`src/rtl/bist_fail_log.sv`:
```
// Memory BIST fail logger: records failing compare cycles (address + error mask) in a small FIFO
// and keeps per-run statistics (saturating fail count, first failing address, overflow).
module bist_fail_log #(
  parameter int ADDR_W = 6,
  parameter int DATA_W = 8,
  parameter int DEPTH  = 4,
  parameter int CNT_W  = 10
) (
  input  logic              clk,
  input  logic              rst,
  input  logic              test_active,
  input  logic              cmp_valid,
  input  logic [ADDR_W-1:0] cmp_addr,
  input  logic [DATA_W-1:0] exp_data,
  input  logic [DATA_W-1:0] act_data,
  output logic              log_valid,
  input  logic              log_ready,
  output logic [ADDR_W-1:0] log_addr,
  output logic [DATA_W-1:0] log_mask,
  output logic [CNT_W-1:0]  fail_count,
  output logic [ADDR_W-1:0] first_addr,
  output logic              any_fail,
  output logic              overflow,
  output logic              done
);
  localparam int PW = (DEPTH > 1) ? $clog2(DEPTH) : 1;
  localparam int OW = PW + 1;
  localparam int EW = ADDR_W + DATA_W;

  typedef enum logic [1:0] {IDLE, LOG, DONE} state_t;
  state_t state, state_nx;

  logic          ta_q;
  logic          start, log_en, mis, pop, push;
  logic [EW-1:0] mem [DEPTH];
  logic [PW-1:0] wr_ptr, rd_ptr, wr_n, rd_n, waddr;
  logic [OW-1:0] occ, occ_n;
  logic [CNT_W-1:0]  cnt_n;
  logic [ADDR_W-1:0] first_n;
  logic              any_n, ovf_n;

  // A run starts only on a fresh 0->1 of test_active; the edge cycle already counts as logging.
  assign start  = test_active & ~ta_q & (state != LOG);
  assign log_en = (state == LOG) | start;
  assign mis    = log_en & cmp_valid & (exp_data != act_data);
  assign pop    = log_valid & log_ready & ~start;

  assign log_valid = (occ != '0);
  assign log_addr  = log_valid ? mem[rd_ptr][EW-1:DATA_W] : '0;
  assign log_mask  = log_valid ? mem[rd_ptr][DATA_W-1:0]  : '0;
  assign done      = (state == DONE);

  always_comb begin
    state_nx = state;
    case (state)
      IDLE:    if (start) state_nx = LOG;
      LOG:     if (!test_active) state_nx = DONE;
      DONE:    if (start) state_nx = LOG;
      default: state_nx = IDLE;
    endcase
  end

  always_comb begin
    wr_n    = wr_ptr;
    rd_n    = rd_ptr;
    occ_n   = occ;
    cnt_n   = fail_count;
    first_n = first_addr;
    any_n   = any_fail;
    ovf_n   = overflow;
    push    = 1'b0;
    if (start) begin
      wr_n    = '0;
      rd_n    = '0;
      occ_n   = '0;
      cnt_n   = '0;
      first_n = '0;
      any_n   = 1'b0;
      ovf_n   = 1'b0;
    end else if (pop) begin
      rd_n  = rd_ptr + 1'b1;
      occ_n = occ - 1'b1;
    end
    waddr = wr_n;
    // Fullness is judged after this cycle's pop, so full + push + pop never overflows.
    if (mis) begin
      if (cnt_n != '1) cnt_n = cnt_n + 1'b1;
      if (!any_n) first_n = cmp_addr;
      any_n = 1'b1;
      if (occ_n != OW'(DEPTH)) begin
        push  = 1'b1;
        wr_n  = wr_n + 1'b1;
        occ_n = occ_n + 1'b1;
      end else begin
        ovf_n = 1'b1;
      end
    end
  end

  always_ff @(posedge clk) begin
    if (rst) begin
      state      <= IDLE;
      // Held high so a test_active asserted through reset must drop before a run can start.
      ta_q       <= 1'b1;
      wr_ptr     <= '0;
      rd_ptr     <= '0;
      occ        <= '0;
      fail_count <= '0;
      first_addr <= '0;
      any_fail   <= 1'b0;
      overflow   <= 1'b0;
    end else begin
      state      <= state_nx;
      ta_q       <= test_active;
      wr_ptr     <= wr_n;
      rd_ptr     <= rd_n;
      occ        <= occ_n;
      fail_count <= cnt_n;
      first_addr <= first_n;
      any_fail   <= any_n;
      overflow   <= ovf_n;
    end
  end

  always_ff @(posedge clk) begin
    if (push) mem[waddr] <= {cmp_addr, exp_data ^ act_data};
  end
endmodule

```
`config.mk`:
```
export PLATFORM = sky130hd
export DESIGN_NAME = bist_fail_log
export DESIGN_NICKNAME = d
export VERILOG_FILES = /design/src/rtl/bist_fail_log.sv
export SDC_FILE = /design/constraint.sdc
export NUM_CORES = 1
export LEC_CHECK = 0
export CORE_ASPECT_RATIO = 1.5
export CORE_MARGIN = 1
export CORE_UTILIZATION = 45
export CTS_BUF_LIST = sky130_fd_sc_hd__clkbuf_8 sky130_fd_sc_hd__clkbuf_16
export DETAILED_ROUTE_END_ITERATION = 16
export PLACE_DENSITY = 0.79
export SLEW_MARGIN = 20
export SYNTH_ARGS = -nofsm -noshare
export SYNTH_HDL_FRONTEND = slang
export SYNTH_SLANG_ARGS = --single-unit
```
`constraint.sdc`:
```
create_clock -name clk -period 3.3 [get_ports clk]
set_input_delay 0.825 -clock clk [delete_from_list [all_inputs] [get_ports clk]]
set_output_delay 0.825 -clock clk [all_outputs]
set_load 0.01 [all_outputs]
```
Word level (Yosys, flattened, before mapping)
Memories as Yosys holds them, arrays and structs flattened. A register that Yosys moved wholly into a read port is not among the register bits.
Cells that the tools add are included.
{"block": "word_totals", "regBits": 28, "ram_bits": 56, "input_bits": 27, "memories": 1}
{"memory": "mem", "depth": 4, "word_bits": 14, "read_ports": 1, "rd_clocked_by_memory_dff": 1, "wr": 1, "line_no": "35", "text": "logic [EW-1:0] mem [DEPTH];"}
{"block": "op_classes", "n_addsub": 5, "n_eq_ne": 8, "mux": 29, "n_bitwise": 10, "n_reduce_logical": 5}
{"cell": "2-to-1 mux 10 bit", "n": 3}
{"cell": "2-to-1 mux 6 bit", "n": 4}
{"cell": "2-to-1 mux 2 bit", "n": 7}
{"cell": "2-to-1 mux 3 bit", "n": 4}
{"cell": "adder 10 x 1 -> 10 bit, second input constant", "n": 1}
{"cell": "inequality test 10 bit, second input constant", "n": 1}
{"cell": "2-to-1 mux 1 bit", "n": 9}
{"cell": "2-to-1 mux 8 bit", "n": 1}
{"cell": "inequality test 8 bit", "n": 1}
{"cell": "XOR 8 bit", "n": 1}
{"cell": "bitwise AND 1 bit", "n": 6}
{"cell": "adder 2 x 1 -> 2 bit, second input constant", "n": 2}
{"cell": "inequality test 2 x 1 -> 1 bit, second input constant", "n": 2}
{"cell": "case mux 2 bit (2 select lines)", "n": 1}
{"cell": "OR reduction 2 bit", "n": 2}
{"cell": "adder 3 x 1 -> 3 bit, second input constant", "n": 1}
{"cell": "inequality test 3 bit, second input constant", "n": 1}
{"cell": "nonzero test 3 bit", "n": 1}
{"cell": "subtractor 3 x 1 -> 3 bit, second input constant", "n": 1}
{"cell": "equality test 2 x 1 -> 1 bit, second input constant", "n": 1}
{"cell": "equality test 2 bit, second input constant", "n": 1}
{"cell": "zero test 2 bit", "n": 1}
{"cell": "inequality test 2 bit, second input constant", "n": 1}
{"cell": "inverter 1 bit", "n": 2}
{"cell": "other kinds (2)", "n": 2}

Depth between registers and ports, before layout
{"block": "depth", "depth_word": 12, "depth_mapped": 11}

Worst setup path before layout
OpenSTA, ideal clock, no wires.
{"block": "synth_path", "path_kind": "input to register", "startpoint": "input port test_active", "endpoint": "memory mem[0][0] (netlist name), enable pin", "t_arrival_ns": 2.509, "required_time_ns": 2.934, "path_slack_ns": 0.425, "cell_stages": 8, "cell_sequence": "nand2b_1 nand2b_1 clkbuf_1 o21ai_0 ha_1 o221ai_1 o211a_1 and2_1"}
{"block": "synth_between", "elab_chain_cells": 11, "word_cells_on_any_way": 15, "classes_between": "eq/ne (1); mux (7); bitwise (7)"}
{"item": "start: declaration", "line_no": "11", "text": "input logic test_active,"}
{"item": "bitwise AND 1 bit * (2 in series)", "line_no": "43", "text": "assign start = test_active & ~ta_q & (state != LOG);"}
{"item": "inverter 1 bit", "line_no": "46", "text": "assign pop = log_valid & log_ready & ~start;"}
{"item": "bitwise AND 1 bit", "line_no": "46"}
{"item": "2-to-1 mux 3 bit", "line_no": "80", "text": "end else if (pop) begin"}
{"item": "2-to-1 mux 3 bit", "line_no": "72", "text": "if (start) begin"}
{"item": "inequality test 3 bit", "line_no": "90", "text": "if (occ_n != OW'(DEPTH)) begin"}
{"item": "2-to-1 mux 1 bit", "line_no": "90"}
{"item": "2-to-1 mux 1 bit", "line_no": "86", "text": "if (mis) begin"}
{"item": "2-to-1 mux 1 bit", "line_no": "126", "text": "if (push) mem[waddr] <= {cmp_addr, exp_data ^ act_data};"}
{"item": "2-to-1 mux 1 bit (not written as such)", "line_no": "126"}
{"item": "end: declaration", "line_no": "35"}
Every way passes the cells marked *; elsewhere a longest branch is shown, timed or not.

Worst setup path in the final report
{"block": "layout_path", "startpoint": "register occ[0]", "endpoint": "output port log_mask[1]"}
{"block": "layout_between", "elab_chain_cells": 2}
{"item": "start: declaration", "line_no": "37", "text": "logic [OW-1:0] occ, occ_n;"}
{"item": "start signal: assignment", "line_no": "117", "text": "occ <= occ_n;"}
{"item": "nonzero test 3 bit", "line_no": "48", "text": "assign log_valid = (occ != '0);"}
{"item": "2-to-1 mux 8 bit", "line_no": "50", "text": "assign log_mask = log_valid ? mem[rd_ptr][DATA_W-1:0] : '0;"}
{"item": "end: declaration", "line_no": "19", "text": "output logic [DATA_W-1:0] log_mask,"}
Every way passes these cells.

==> flow_summary.yaml <==
clock_network:
  post-cts-setup-buffers: 0
  tritoncts_num_sinks: 86
  h-tree-depth: 3
  clockRootBuffer: "clkbuf_16"
  clock_tree_from_tritoncts: "done"
  numCtsBuffers: 9
  cts_hold_repair.buffers: 0
  clock_tree.buffer_depth: 2
  ctsResizeCount: 0
  cts_clk_pin_slew_worst_paths_ns: 0.06
  worstSkewPairLatency_ns: 0.34
grt:
  grt_pass1_wl_um: 12500
  grt_usage_pct: 18.9
  grt_start_max_net_pins: 19
  grt_antenna_before_repair: 0
  globalRouteOverflowTotal: 0
  first_global_vias: 2591
yosys:
  netlist_instances: 283
  synth_cell_types: 51
  yosysWarningCount: 0
  netlist.top_cell.by_area: "edfxtp_1"
  seq_area_frac_synth_pct: 60.0
  synth_commonest_cells: "56 x edfxtp_1, 30 x dfxtp_1, 20 x and2_1, 17 x a21oi_1, 14 x mux4_2"
  synth.most_common_cell: "edfxtp_1"
  synth.ff_latch_count: 86
  synthDominantCellAreaShare_pct: 44.2
  area_of_the_mapped_netlist_um2: 3800
  syn_area_per_cell_um2: 13.4
  synth.net_count: 319
  dominantRegCellSynth: "edfxtp_1"
  postSynth.asyncResetShare_pct: 0
  ys_top_cells_by_area: "edfxtp_1 44%, dfxtp_1 16%, mux4_2 8.3%, and2_1 3.3%, ha_1 3.0%"
  synth_enable_flop_cells: 56
routing:
  drtAntennaViolNets: 0
  avgRoutedWirePerCell_um: 16.3
  detailedRoute.firstIterationViolations: 149
  num_vias: 2550
  route.detailed.vias_per_inst: 5.45
  drt_wl_total_um: 7650
  drc: 0
  drt_first_pass_iters: 4
die:
  core_area_um2: 8110
  die_w_um: 77.1
  initial_standard_cell_utilization_of_the_core_pct: 46.9
  floorplan.rows: 40
  io-pin-count: 61
  die_height_um: 115
  floorplan.die_area_um2: 8830
place:
  dp_hpwl_um: 5330
  place_area_um2: 4610
  buffer_ports.inserted: 60
  place.detailed.instances: 452
  gpl.final_weighted_congestion: 0.886
timing:
  finalHoldWorstSlack_ns: 0.483
  timing_hold_violations_final: 0
  finalMaxSlewViolations: 0
  finalCritPeriodShare_pct: 93.9
  fmaxAchievable_mhz: 323
  rsz0062_at_grt: "false"
  setup-tns-final_ns: 0
  skew_ns: 0.00801
  setup_violations: 0
  max_slew.worst_pin.slew_ns: 0.678
  timing.slew.headroom_pct: 54.7
  post-route-min-period_ns: 3.10
setup_path:
  worst_r2r_endpoint: "mem[3][4]$_DFFE_PP_"
  worst_r2r_startpoint: "occ[0]$_SDFF_PP0_"
  critPathRequiredTime_ns: 2.47
  critical_path_peak_fanout: 18
  cp-end-kind: "output port"
  path_class: "reg2out"
  timing.critical_path.from: "occ[0]$_SDFF_PP0_"
  crit_path_end: "log_mask[1]"
  r2r.worst_path.cells: 11
  worst_ep_arrival_time_ns: 2.27
  reg2reg_slack_ns: 0.51
  crit_path_start_kind: "flip-flop"
final_layout:
  design.final.nets: 394
  antenna-diode-count: 0
  layout.cells.non_filler: 468
  layout.filler_cells: 660
  final_layout_size_suffix_gt1_share_pct: 15.7
  stdcell_area_um2: 4890
  finish.utilization_pct: 60.4
  flow.area_growth_from_synthesis_pct: 28.7
power:
  ir_drop_uv: 265
  powerDensity_nw_per_um2: 568
  static_leak_nw: 1.67
run_status:
  outcome: "complete, no violations"
run:
  cap_viol_max_count: 0
hold_path:
  worst_hold_path_type: "reg2reg"
stage by stage:
| stage | setup WS [ns] | total power (W) |
|---|---|---|
| after CTS | 0.166 | 0.00280 |
| after global routing | 0.0278 | 0.00292 |
| after global placement | 0.148 | 0.00185 |
| after detailed placement | 0.0973 | 0.00186 |
| after floorplan | 0.425 | 0.00159 |
| final | 0.201 | 0.00278 |
kinds of logic (layout without fill, tap and decap cells):
| group | Yosys count | after routing | synth area share (%) |
|---|---|---|---|
| AO/OA/AOI/OAI | 49 | 49 | 8.92 |
| XOR/XNOR | 12 | 12 | 2.96 |
| adder cells (fa/ha/maj) | 9 | 9 | 2.96 |
| buffers and inverters | 21 | 101 | 2.53 |
| flip-flops | 86 | 86 | 60.0 |
| multiplexers | 18 | 18 | 9.41 |
| AND/OR/NAND/NOR | 88 | 88 | 13.2 |
critical path, cell delays in order (launching register included):
cell	delay (ns)
dfxtp_1	0.35
inv_1	0.08
ha_1	0.21
nor2b_1	0.17
inv_1	0.39
and2_1	0.21
clkdlybuf4s50_1	0.53
routing by layer:
metal / vias up / GRT usage, % / routed length [um]
li1: 1223 / - / -
met1: 1243 / 20.6 / 2970
met2: 72 / 34.6 / 4230
met3: 12 / 3.75 / 327
met4: 0 / 9.31 / 118
met5: - / 0 / 0
worst min-delay path by stage:
stage,cells after the start,slack (ns),from,end
2_1_floorplan,2,0.48,overflow$_SDFF_PP0_,overflow$_SDFF_PP0_
3_3_place_gp,2,0.47,overflow$_SDFF_PP0_,overflow$_SDFF_PP0_
3_5_place_dp,2,0.47,overflow$_SDFF_PP0_,overflow$_SDFF_PP0_
4_1_cts,2,0.48,overflow$_SDFF_PP0_,overflow$_SDFF_PP0_
5_1_grt,2,0.51,overflow$_SDFF_PP0_,overflow$_SDFF_PP0_
6_report,2,0.48,overflow$_SDFF_PP0_,overflow$_SDFF_PP0_
cell type report:
type	count	area (um2)	area share (%)
clock buffer	9	225	4.60
sequential	86	2280	46.6
timing repair buffer	75	738	15.1
tap	105	131	2.68
inverter	10	37.5	0.767
clock inverter	7	56.3	1.15
multi-input combinational	176	1420	29.1
sequential cells by signal, summed over array words and instances (netlist names), 2 cells and up, named ones only:
signal,flops
first_addr,6
rd_ptr,2
occ,3
mem,56
wr_ptr,2
fail_count,10
state,2
report_power, final:
part	switching, W	leakage [nW]	internal, W
logic	0.000295	0.796	0.000335
clock network	0.000424	0.130	0.000519
registers	0.0000186	0.748	0.00119
layout by cell type, fill, tap and decap left out, types with 5 or more instances in the layout:
cell type and n:
a21oi_1 17, and2_1 20, buf_4 13, clkbuf_16 9, clkdlybuf4s50_1 60, dfxtp_1 30
edfxtp_1 56, ha_1 9, inv_1 10, mux4_2 14, nand2_1 13, nand3_1 13
nor2_1 11, nor3_1 5, nor4_1 5, o211ai_1 6, o21ai_0 7, xor2_1 10
Note: power is estimated with default switching activity, not from simulation.
